==> src/rtl/uart_pkg.sv <==
// Shared UART types: frame-format encodings, TX FSM states and format helpers.
// The configurable transmitter uses this package, and the receiver will reuse it.
package uart_pkg;

  localparam int CLK_FREQ     = 100_000_000;
  localparam int DEFAULT_BAUD = 19200;
  localparam int DEFAULT_DIV  = CLK_FREQ / DEFAULT_BAUD - 1;

  typedef enum logic [1:0] {
    PAR_NONE = 2'b00,
    PAR_EVEN = 2'b01,
    PAR_ODD  = 2'b10
  } parity_e;

  typedef enum logic [1:0] {
    DATA_BITS_5 = 2'b00,
    DATA_BITS_6 = 2'b01,
    DATA_BITS_7 = 2'b10,
    DATA_BITS_8 = 2'b11
  } data_bits_t;

  typedef enum logic [2:0] {
    ST_IDLE,
    ST_LOAD,
    ST_START,
    ST_DATA,
    ST_PARITY,
    ST_STOP
  } tx_state_e;

  function automatic logic [3:0] data_bits_n(input logic [1:0] code);
    return 4'd5 + {2'b00, code};
  endfunction

  // Code 11 is a second spelling of "no parity".
  function automatic parity_e parity_decode(input logic [1:0] code);
    case (code)
      2'b01:   return PAR_EVEN;
      2'b10:   return PAR_ODD;
      default: return PAR_NONE;
    endcase
  endfunction

endpackage

==> src/rtl/uart_baud_gen.sv <==
// Bit-period timer: one-cycle tick every max(div,1)+1 clocks, restartable synchronously.
// Latency: the first tick comes max(div,1)+1 cycles after restart drops; it has no backpressure.
module uart_baud_gen #(
  parameter int DIV_W = 16
) (
  input  logic             clk,
  input  logic             rst_n,
  input  logic             restart,
  input  logic [DIV_W-1:0] div,
  output logic             tick
);

  logic [DIV_W-1:0] cnt;
  logic [DIV_W-1:0] div_eff;

  // A divisor of zero would give a one-clock bit, so it is clamped to two clocks.
  assign div_eff = (div == '0) ? DIV_W'(1) : div;
  assign tick    = !restart && (cnt == div_eff);

  always_ff @(posedge clk or negedge rst_n) begin
    if (!rst_n) begin
      cnt <= '0;
    end else if (restart || (cnt == div_eff)) begin
      cnt <= '0;
    end else begin
      cnt <= cnt + DIV_W'(1);
    end
  end

endmodule

==> src/rtl/uart_tx_cfg.sv <==
// Configurable UART TX: pops a FWFT FIFO word and sends it as 5-8 data bits, optional parity, 1-2 stops.
// Line falls two edges after fifo_empty is seen low; the FIFO is read only when the serialiser is free.
module uart_tx_cfg
  import uart_pkg::*;
#(
  parameter int DIV_W = 16
) (
  input  logic             clk,
  input  logic             rst_n,
  input  logic             fifo_empty,
  input  logic [7:0]       dout,
  input  logic [DIV_W-1:0] cfg_div,
  input  logic [1:0]       cfg_data_bits,
  input  logic [1:0]       cfg_parity,
  input  logic             cfg_stop2,
  output logic             read_enable,
  output logic             tx_pin,
  output logic             transmission_complete
);

  tx_state_e        state;
  logic [7:0]       shift;
  logic [2:0]       last_bit;
  logic [2:0]       bit_cnt;
  parity_e          par_mode;
  logic             stop2_q;
  logic [DIV_W-1:0] div_q;
  logic             par_acc;
  logic             tick;
  logic             baud_restart;

  // The bit timer is held at zero until the first start bit begins.
  assign baud_restart = (state == ST_IDLE) || (state == ST_LOAD);

  uart_baud_gen #(
    .DIV_W(DIV_W)
  ) u_baud (
    .clk    (clk),
    .rst_n  (rst_n),
    .restart(baud_restart),
    .div    (div_q),
    .tick   (tick)
  );

  always_ff @(posedge clk or negedge rst_n) begin
    if (!rst_n) begin
      state                 <= ST_IDLE;
      tx_pin                <= 1'b1;
      read_enable           <= 1'b0;
      transmission_complete <= 1'b1;
      shift                 <= '0;
      last_bit              <= '0;
      bit_cnt               <= '0;
      par_mode              <= PAR_NONE;
      stop2_q               <= 1'b0;
      div_q                 <= '0;
      par_acc               <= 1'b0;
    end else begin
      read_enable <= 1'b0;
      case (state)
        ST_IDLE: begin
          tx_pin                <= 1'b1;
          transmission_complete <= 1'b1;
          if (!fifo_empty) begin
            state       <= ST_LOAD;
            read_enable <= 1'b1;
          end
        end

        // dout is the FIFO head while read_enable is high, so it is captured on the popping edge.
        ST_LOAD: begin
          shift                 <= dout;
          last_bit              <= 3'(data_bits_n(cfg_data_bits) - 4'd1);
          par_mode              <= parity_decode(cfg_parity);
          stop2_q               <= cfg_stop2;
          div_q                 <= cfg_div;
          bit_cnt               <= '0;
          par_acc               <= 1'b0;
          transmission_complete <= 1'b0;
          tx_pin                <= 1'b0;
          state                 <= ST_START;
        end

        ST_START: begin
          if (tick) begin
            tx_pin  <= shift[0];
            par_acc <= shift[0];
            shift   <= {1'b0, shift[7:1]};
            bit_cnt <= '0;
            state   <= ST_DATA;
          end
        end

        ST_DATA: begin
          if (tick) begin
            if (bit_cnt == last_bit) begin
              bit_cnt <= '0;
              if (par_mode == PAR_NONE) begin
                tx_pin <= 1'b1;
                state  <= ST_STOP;
              end else begin
                tx_pin <= par_acc ^ (par_mode == PAR_ODD);
                state  <= ST_PARITY;
              end
            end else begin
              bit_cnt <= bit_cnt + 3'd1;
              tx_pin  <= shift[0];
              par_acc <= par_acc ^ shift[0];
              shift   <= {1'b0, shift[7:1]};
            end
          end
        end

        ST_PARITY: begin
          if (tick) begin
            tx_pin  <= 1'b1;
            bit_cnt <= '0;
            state   <= ST_STOP;
          end
        end

        // bit_cnt doubles as the stop-bit index; back-to-back frames skip IDLE entirely.
        ST_STOP: begin
          if (tick) begin
            if (stop2_q && (bit_cnt == 3'd0)) begin
              bit_cnt <= 3'd1;
            end else if (!fifo_empty) begin
              tx_pin      <= 1'b1;
              read_enable <= 1'b1;
              state       <= ST_LOAD;
            end else begin
              tx_pin                <= 1'b1;
              transmission_complete <= 1'b1;
              state                 <= ST_IDLE;
            end
          end
        end

        default: begin
          tx_pin                <= 1'b1;
          transmission_complete <= 1'b1;
          state                 <= ST_IDLE;
        end
      endcase
    end
  end

endmodule

==> config.mk <==
export PLATFORM = sky130hd
export DESIGN_NAME = uart_tx_cfg
export DESIGN_NICKNAME = d
export VERILOG_FILES = /design/src/rtl/uart_pkg.sv /design/src/rtl/uart_baud_gen.sv /design/src/rtl/uart_tx_cfg.sv
export SDC_FILE = /design/constraint.sdc
export NUM_CORES = 1
export LEC_CHECK = 0
export CELL_PAD_IN_SITES_DETAIL_PLACEMENT = 1
export CELL_PAD_IN_SITES_GLOBAL_PLACEMENT = 1
export CORE_ASPECT_RATIO = 0.8
export CORE_UTILIZATION = 44
export CTS_BUF_LIST = sky130_fd_sc_hd__clkbuf_16
export DETAILED_ROUTE_END_ITERATION = 8
export HOLD_SLACK_MARGIN = 0.12
export PLACE_DENSITY_LB_ADDON = 0.25
export SLEW_MARGIN = 20
export SYNTH_ARGS = -nofsm -noshare
export SYNTH_HDL_FRONTEND = slang
export SYNTH_SLANG_ARGS = --single-unit
export TNS_END_PERCENT = 100
==> constraint.sdc <==
create_clock -name clk -period 2.2 [get_ports clk]
set_input_delay 0.66 -clock clk [delete_from_list [all_inputs] [get_ports clk]]
set_output_delay 0.66 -clock clk [all_outputs]
set_load 0.02 [all_outputs]
* After elaboration in Yosys (flattened, before gate mapping)
Index checks and enable logic that the tools add are counted.
** Word-level totals
- Output and inout port bits :: 3
- Word-level logic and storage cells :: 100
- Flip-flop bits (word level) :: 56
** Cells by class
- Add/subtract/negate cells :: 4
- Eq/ne operators :: 21
- Multiplexer cells :: 42
- Reduce and logical (&&, ||, !) cells :: 18
- Bitwise operators :: 3
** Operator list (count)
- 2-to-1 mux 3 bit :: 12
- 2-to-1 mux 16 bit :: 2
- 2-to-1 mux 8 bit :: 3
- one-hot mux 8 bit (3 select lines) :: 1
- != test 2 bit, second input constant :: 10
- one-hot mux 3 bit (6 select lines) :: 1
- 2-to-1 mux 1 bit :: 17
- adder 16 x 1 -> 16 bit, second input constant :: 1
- == test 16 bit :: 1
- logical NOT 16 bit :: 1
- one-hot mux 3 bit (4 select lines) :: 1
- AND reduction 5 bit :: 2
- AND reduction 4 bit :: 2
- AND reduction 7 bit :: 1
- == test 3 x 2 -> 1 bit, second input constant :: 2
- == test 3 bit, second input constant :: 2
- logical NOT 3 bit :: 2
- one-hot mux 1 bit (3 select lines) :: 2
- one-hot mux 1 bit (5 select lines) :: 1
- == test 2 bit, second input constant :: 2
- one-hot mux 2 bit (2 select lines) :: 1
- nonzero test 4 bit :: 1
- adder 3 x 1 -> 3 bit, second input constant :: 1
- adder 3 x 2 -> 3 bit, first input constant :: 1
- 15 further kinds :: 18

* Longest topological paths before layout
- Depth in word-level cells :: 6
- Gate-level depth with buffers :: 8
- Depth with buffers taken out :: 8

* By module
Synthesis repeated with hierarchy kept, for this count alone.
** Second synthesis, totals
- Cell total of the unflattened synthesis :: 267
- Area, all modules :: 3125.5 µm²
** By module, submodules not included
- uart_tx_cfg :: instances 1, sequential area each 1003.5 µm², area an instance 2018.2 µm², cells an instance 162
- uart_baud_gen :: instances 1, sequential area each 400.4 µm², area an instance 1107.3 µm², cells an instance 105

* Least setup slack after synthesis
Ideal clock, no wire load.
- Path type :: register to register
- Start :: register u_baud.cnt[5]
- End :: register shift[3]
- Required time :: 2118 ps
- Path buffers :: 1
- Clock period less this slack :: 1849 ps
- Setup slack :: 351 ps
- Stages on the path, launching flop included :: 8
- Arrival time :: 1767 ps
- Path through :: dfrtp_1 > xor2_1 > nor4_2 > nand4_2 > o31ai_4 > buf_6 > a21oi_1 > a31oi_1
** On the way
- Cells in the longest elaborated chain, start to end :: 4
- Elaborated cells between the ends (all ways) :: 5
- Classes of those cells :: eq/ne: 3; reduce/logical: 2
** Ends and longest elaborated chain
- from (decl) :: RTL line uart_baud_gen.sv:13 : logic [DIV_W-1:0] cnt;
- from (signal assigned) :: RTL line uart_baud_gen.sv:26 : cnt <= cnt + DIV_W'(1);
- == test 16 bit * :: RTL line uart_baud_gen.sv:18 : assign tick = !restart && (cnt == div_eff);
- logical AND 1 bit * :: RTL line uart_baud_gen.sv:18
- != test 2 bit (no line)
- AND reduction 4 bit (no line) *
- to (signal assigned) :: RTL line uart_tx_cfg.sv:72 : shift <= dout;
- to (signal assigned) :: RTL line uart_tx_cfg.sv:88 : shift <= {1'b0, shift[7:1]};
- to (signal assigned) :: RTL line uart_tx_cfg.sv:109 : shift <= {1'b0, shift[7:1]};
- to (decl) :: RTL line uart_tx_cfg.sv:22 : logic [7:0] shift;
Mark *: on every way between the ends. The rest lies on a longest branch, timed or not.
A chain may end at the register's enable or synchronous reset.

* Worst setup path in the final report
- Start :: register div_q[6]
- End :: register par_acc
** On the way
- Cells in the longest elaborated chain, start to end :: 6
- Elaborated cells between the ends (all ways) :: 7
- Classes of those cells :: eq/ne: 3; mux: 1; reduce/logical: 3
** Ends and longest elaborated chain
- from (decl) :: RTL line uart_tx_cfg.sv:27 : logic [DIV_W-1:0] div_q;
- from (signal assigned) :: RTL line uart_tx_cfg.sv:76 : div_q <= cfg_div;
- logical NOT 16 bit :: RTL line uart_baud_gen.sv:17 : assign div_eff = (div == '0) ? DIV_W'(1) : div;
- 2-to-1 mux 16 bit * :: RTL line uart_baud_gen.sv:17
- == test 16 bit * :: RTL line uart_baud_gen.sv:18
- logical AND 1 bit * :: RTL line uart_baud_gen.sv:18
- != test 2 bit (no line)
- AND reduction 4 bit (no line) *
- to (signal assigned) :: RTL line uart_tx_cfg.sv:87 : par_acc <= shift[0];
- to (signal assigned) :: RTL line uart_tx_cfg.sv:108 : par_acc <= par_acc ^ shift[0];
- to (decl) :: RTL line uart_tx_cfg.sv:28 : logic par_acc;
Marked as above.

==> summary.txt <==
Run status
  – Run status: completed

Setup path
  – RR Startpoint: div_q[6]
  – WP data required: ~2400 ps
  – CP Launch Point: div_q[6]
  – Worst Setup EP: par_acc
  – Setup crit end kind: register
  – Crit-path max FO: 16
  – Worst R2R Path Depth: 8
  – WS Path Type: register to register
  – RR Endpoint: par_acc
  – CP bufs+invs: 2
  – CP startpoint kind: register
  – Critical path's top delay family: compound AO/OA/AOI/OAI gates
  – Flop-to-flop setup slack: ~28 ps
  – Crit-path max cell delay: ~440 ps
  – Worst-path cell chain: nor4_4 -> a41oi_2 -> xnor2_2 -> buf_4 -> o31ai_4 -> buf_12 -> a31oi_4 -> a21o_1
  – Levels on crit path: 8
  – WP data arrival: ~2400 ps
  – CP max-delay cell: dfrtp_2

Global routing
  – First-pass GRT wire length: around 11,000 um
  – Antenna violations before repair: 0
  – Largest net degree at the start of global routing: 23
  – Remaining Overflow, GRT: 0
  – Vias in the first global route: around 2,300
  – Total GRT Usage: a little over a fifth

Layout
  – Nets: around 350
  – Design Area, Final: ~3600 um2
  – Ratio of cells with drive above 1 in the final layout: 20.1%
  – Post-layout util: between 50 and 60%
  – Antenna cell count: 0
  – Area growth from synthesis to layout: 25.7%
  – Fillers: 697

Clock tree
  – Clock latency on the worst-skew pair: around 290 ps
  – CTS tree: yes
  – Clock Tree Root: clkbuf_16
  – CTS hold repair buffers: 0
  – Cts bufs inserted: 5
  – Clk slew on worst S/H paths: ~70 ps
  – Clock tree buffer depth: 2
  – CTS Sinks: 56
  – Htree depth: 2

Floorplanning
  – Core outline area: 6380 um2
  – Die area: 6910 um2
  – Die Y: 74.5 um
  – Row count: 26
  – Initial Util: a little under half
  – Ports: 35
  – Die width: slightly above 90 um

Route
  – Via count: 2,188
  – Via/cell ratio: between 5 and 6
  – Number of DRC markers in iteration 0: 70
  – DRT Pass-1 Iters: 4
  – Routed Antenna Nets: 0
  – # DRC: 0
  – Total routed wirelength: around 6900 um
  – WL/cell: 17.3 um

Synthesis
  – Post-synth top area cell: dfrtp_1
  – Post-synth EDFFs: 0
  – Main flop type after synthesis: dfrtp_1
  – Synth Warn #: 0
  – Syn avg cell area: between 10 and 15 um2
  – Async set or reset register ratio after synthesis: 100%
  – Mapped Cells: 266
  – Synth top area cells: dfrtp_1, xor2_1, mux2_2
  – Synth Cell Area: between 2000 and 3000 um2
  – Synth top area share: a little under half
  – Synth Register Bits: 56
  – Netlist cell types: between 50 and 60
  – Post-synthesis net count: between 300 and 400
  – Register area share after synthesis: roughly half

Place
  – PortBufs: 34
  – Gp weighted congestion: around 0.79
  – Hpwl dp: a little under 5000 um
  – Dpl cell area: 3410 um2

Pwr
  – Switching share of power: between 20% and 30%
  – Comb power frac: 21.9%
  – Internal cell power: 2.08 mW
  – PwrDens: 810 nW/um2
  – Clock power share: 30.6%
  – Seq pwr share: 47.5%
  – Switch Pwr: 0.870 mW
  – Max VDD drop: about 0.00036 V
  – Total power: approximately 3 mW
  – Leakage power total: approximately 1.6 nW

STA
  – Setup Viol. Count Final: 0
  – Worst clock skew: between 4 and 5 ps
  – Slew at the pin closest to its max-slew limit: approximately 530 ps
  – Slew headroom: between 60 and 70%
  – Max-slew violation count: 0
  – Period utilization: roughly 100%
  – Min Tclk post-route: about 2200 ps
  – Fmax: 460 MHz
  – Unrepaired setup endpoints after global routing: true
  – Setup TNS: 0 ps
  – Final hold violations: 0

Job
  – Max Cap Viol: 0

Worst hold path
  – Min-delay worst type: input pin to asynchronous set/reset pin
==> routing by layer <==
layer,GRT usage [%],routed length [um],up-vias
li1,-,-,1041
met1,29.7,3300,1099
met2,35.6,3270,44
met3,5.21,249,4
met4,5.13,45,0
met5,0,0,-
==> registers in the layout, indices dropped and copies added, names as in the netlist <==
register               count
tx_pin                     1
stop2_q                    1
bit_cnt                    3
par_mode                   2
transmission_complete      1
state                      3
div_q                     16
last_bit                   3
par_acc                    1
shift                      8
read_enable                1
u_baud.cnt                16
==> kinds of logic (layout without fill, tap and decap cells) <==
family	after synthesis	after routing	synth area share [%]
adder cells (fa/ha/maj)	3	3	1.30
flip-flops	56	56	48.5
AND/OR/NAND/NOR	82	82	15.2
multiplexers	28	28	10.5
XOR/XNOR	34	34	10.5
AO/OA/AOI/OAI	45	45	10.8
buffers and inverters	18	65	3.07
==> worst min-delay path by stage <==
stage	start	to	slack [ps]
after floorplan	rst_n	bit_cnt[0]	360
after global placement	last_bit[2]	last_bit[2]	480
after detailed placement	last_bit[2]	last_bit[2]	490
after CTS	rst_n	div_q[6]	350
after global routing	rst_n	div_q[6]	370
final	rst_n	div_q[6]	340
==> power by group through the flow <==
stage          Sequential, mW  Combinational, mW  Clock, mW
3_3_place_gp             1.40              0.588          0
4_1_cts                  1.40              0.641      0.922
3_5_place_dp             1.41              0.621          0
2_1_floorplan            1.36              0.423          0
6_report                 1.40              0.644      0.902
5_1_grt                  1.42              0.718      0.958
==> per-stage QoR <==
stage / hold WS, ps / worst slack (ps) / std cells
2_1_floorplan: 364 / 351 / 266
3_3_place_gp: 477 / 46.1 / 388
3_5_place_dp: 489 / -47.5 / 388
4_1_cts: 352 / 36.8 / 397
5_1_grt: 371 / -45.7 / 397
6_report: 341 / 27.9 / 397
==> worst register-to-register path: stages (launching register included) <==
cell and delay, ps:
dfrtp_2 440, nor4_4 340, a41oi_2 200, xnor2_2 220, buf_4 170, o31ai_4 260, buf_12 180, a31oi_4 90
a21o_1 170
==> cell usage after synthesis (2+ instances only) <==
| master | count |
|---|---|
| dfrtp_1 | 54 |
| xor2_1 | 31 |
| nor2_1 | 26 |
| mux2_2 | 20 |
| a21oi_1 | 11 |
| nand2_1 | 11 |
| nand3_1 | 10 |
| a31oi_1 | 8 |
| mux2i_1 | 8 |
| o21ai_0 | 7 |
| and3_1 | 6 |
| inv_1 | 6 |
| nor3_1 | 6 |
| buf_2 | 5 |
| nand3b_1 | 4 |
| a22o_1 | 3 |
| a41oi_1 | 3 |
| clkbuf_1 | 3 |
| ha_1 | 3 |
| nor4_1 | 3 |
| nor4_2 | 3 |
| buf_6 | 2 |
| dfstp_2 | 2 |
| nand2b_1 | 2 |
| xnor2_1 | 2 |
==> repair_timing <==
| item | 4_1_cts | 5_1_grt |
|---|---|---|
| pin swaps | 1 | 3 |
| gates resized for setup | 4 | 3 |
| setup buffers | 1 | 0 |
| endpoints found under the setup margin | 4 | 3 |
| hold endpoints to repair | 0 | 0 |
==> placed cells by master, fill, tap and decap left out, drive strengths merged, types with 2 or more instances in the layout <==
cell / Yosys / routed
dfrtp: 54 / 54
clkdlybuf4s50: 0 / 33
xor2: 31 / 31
nor2: 27 / 27
mux2: 20 / 20
buf: 8 / 17
nand2: 12 / 12
a21oi: 11 / 11
nand3: 10 / 10
mux2i: 8 / 8
a31oi: 8 / 8
o21ai: 7 / 7
nor3: 6 / 6
and3: 6 / 6
inv: 6 / 6
nor4: 6 / 6
clkbuf: 3 / 5
nand3b: 4 / 4
a22o: 3 / 3
ha: 3 / 3
xnor2: 3 / 3
a41oi: 3 / 3
nand2b: 2 / 2
dfstp: 2 / 2
nand4: 2 / 2
and2: 2 / 2
clkinv: 1 / 2
==> final cells by class <==
cell class	count	area (um2)	share of cell area [%]
multi-input cells	192	1450	39.9
flip-flops and latches	56	1410	38.6
repair buffers	50	480	13.2
clock buffers	5	125	3.44
well taps	84	105	2.89
clock inverters	3	42.5	1.17
inverters	7	26.3	0.722
Power figures use the tool's default switching activity.
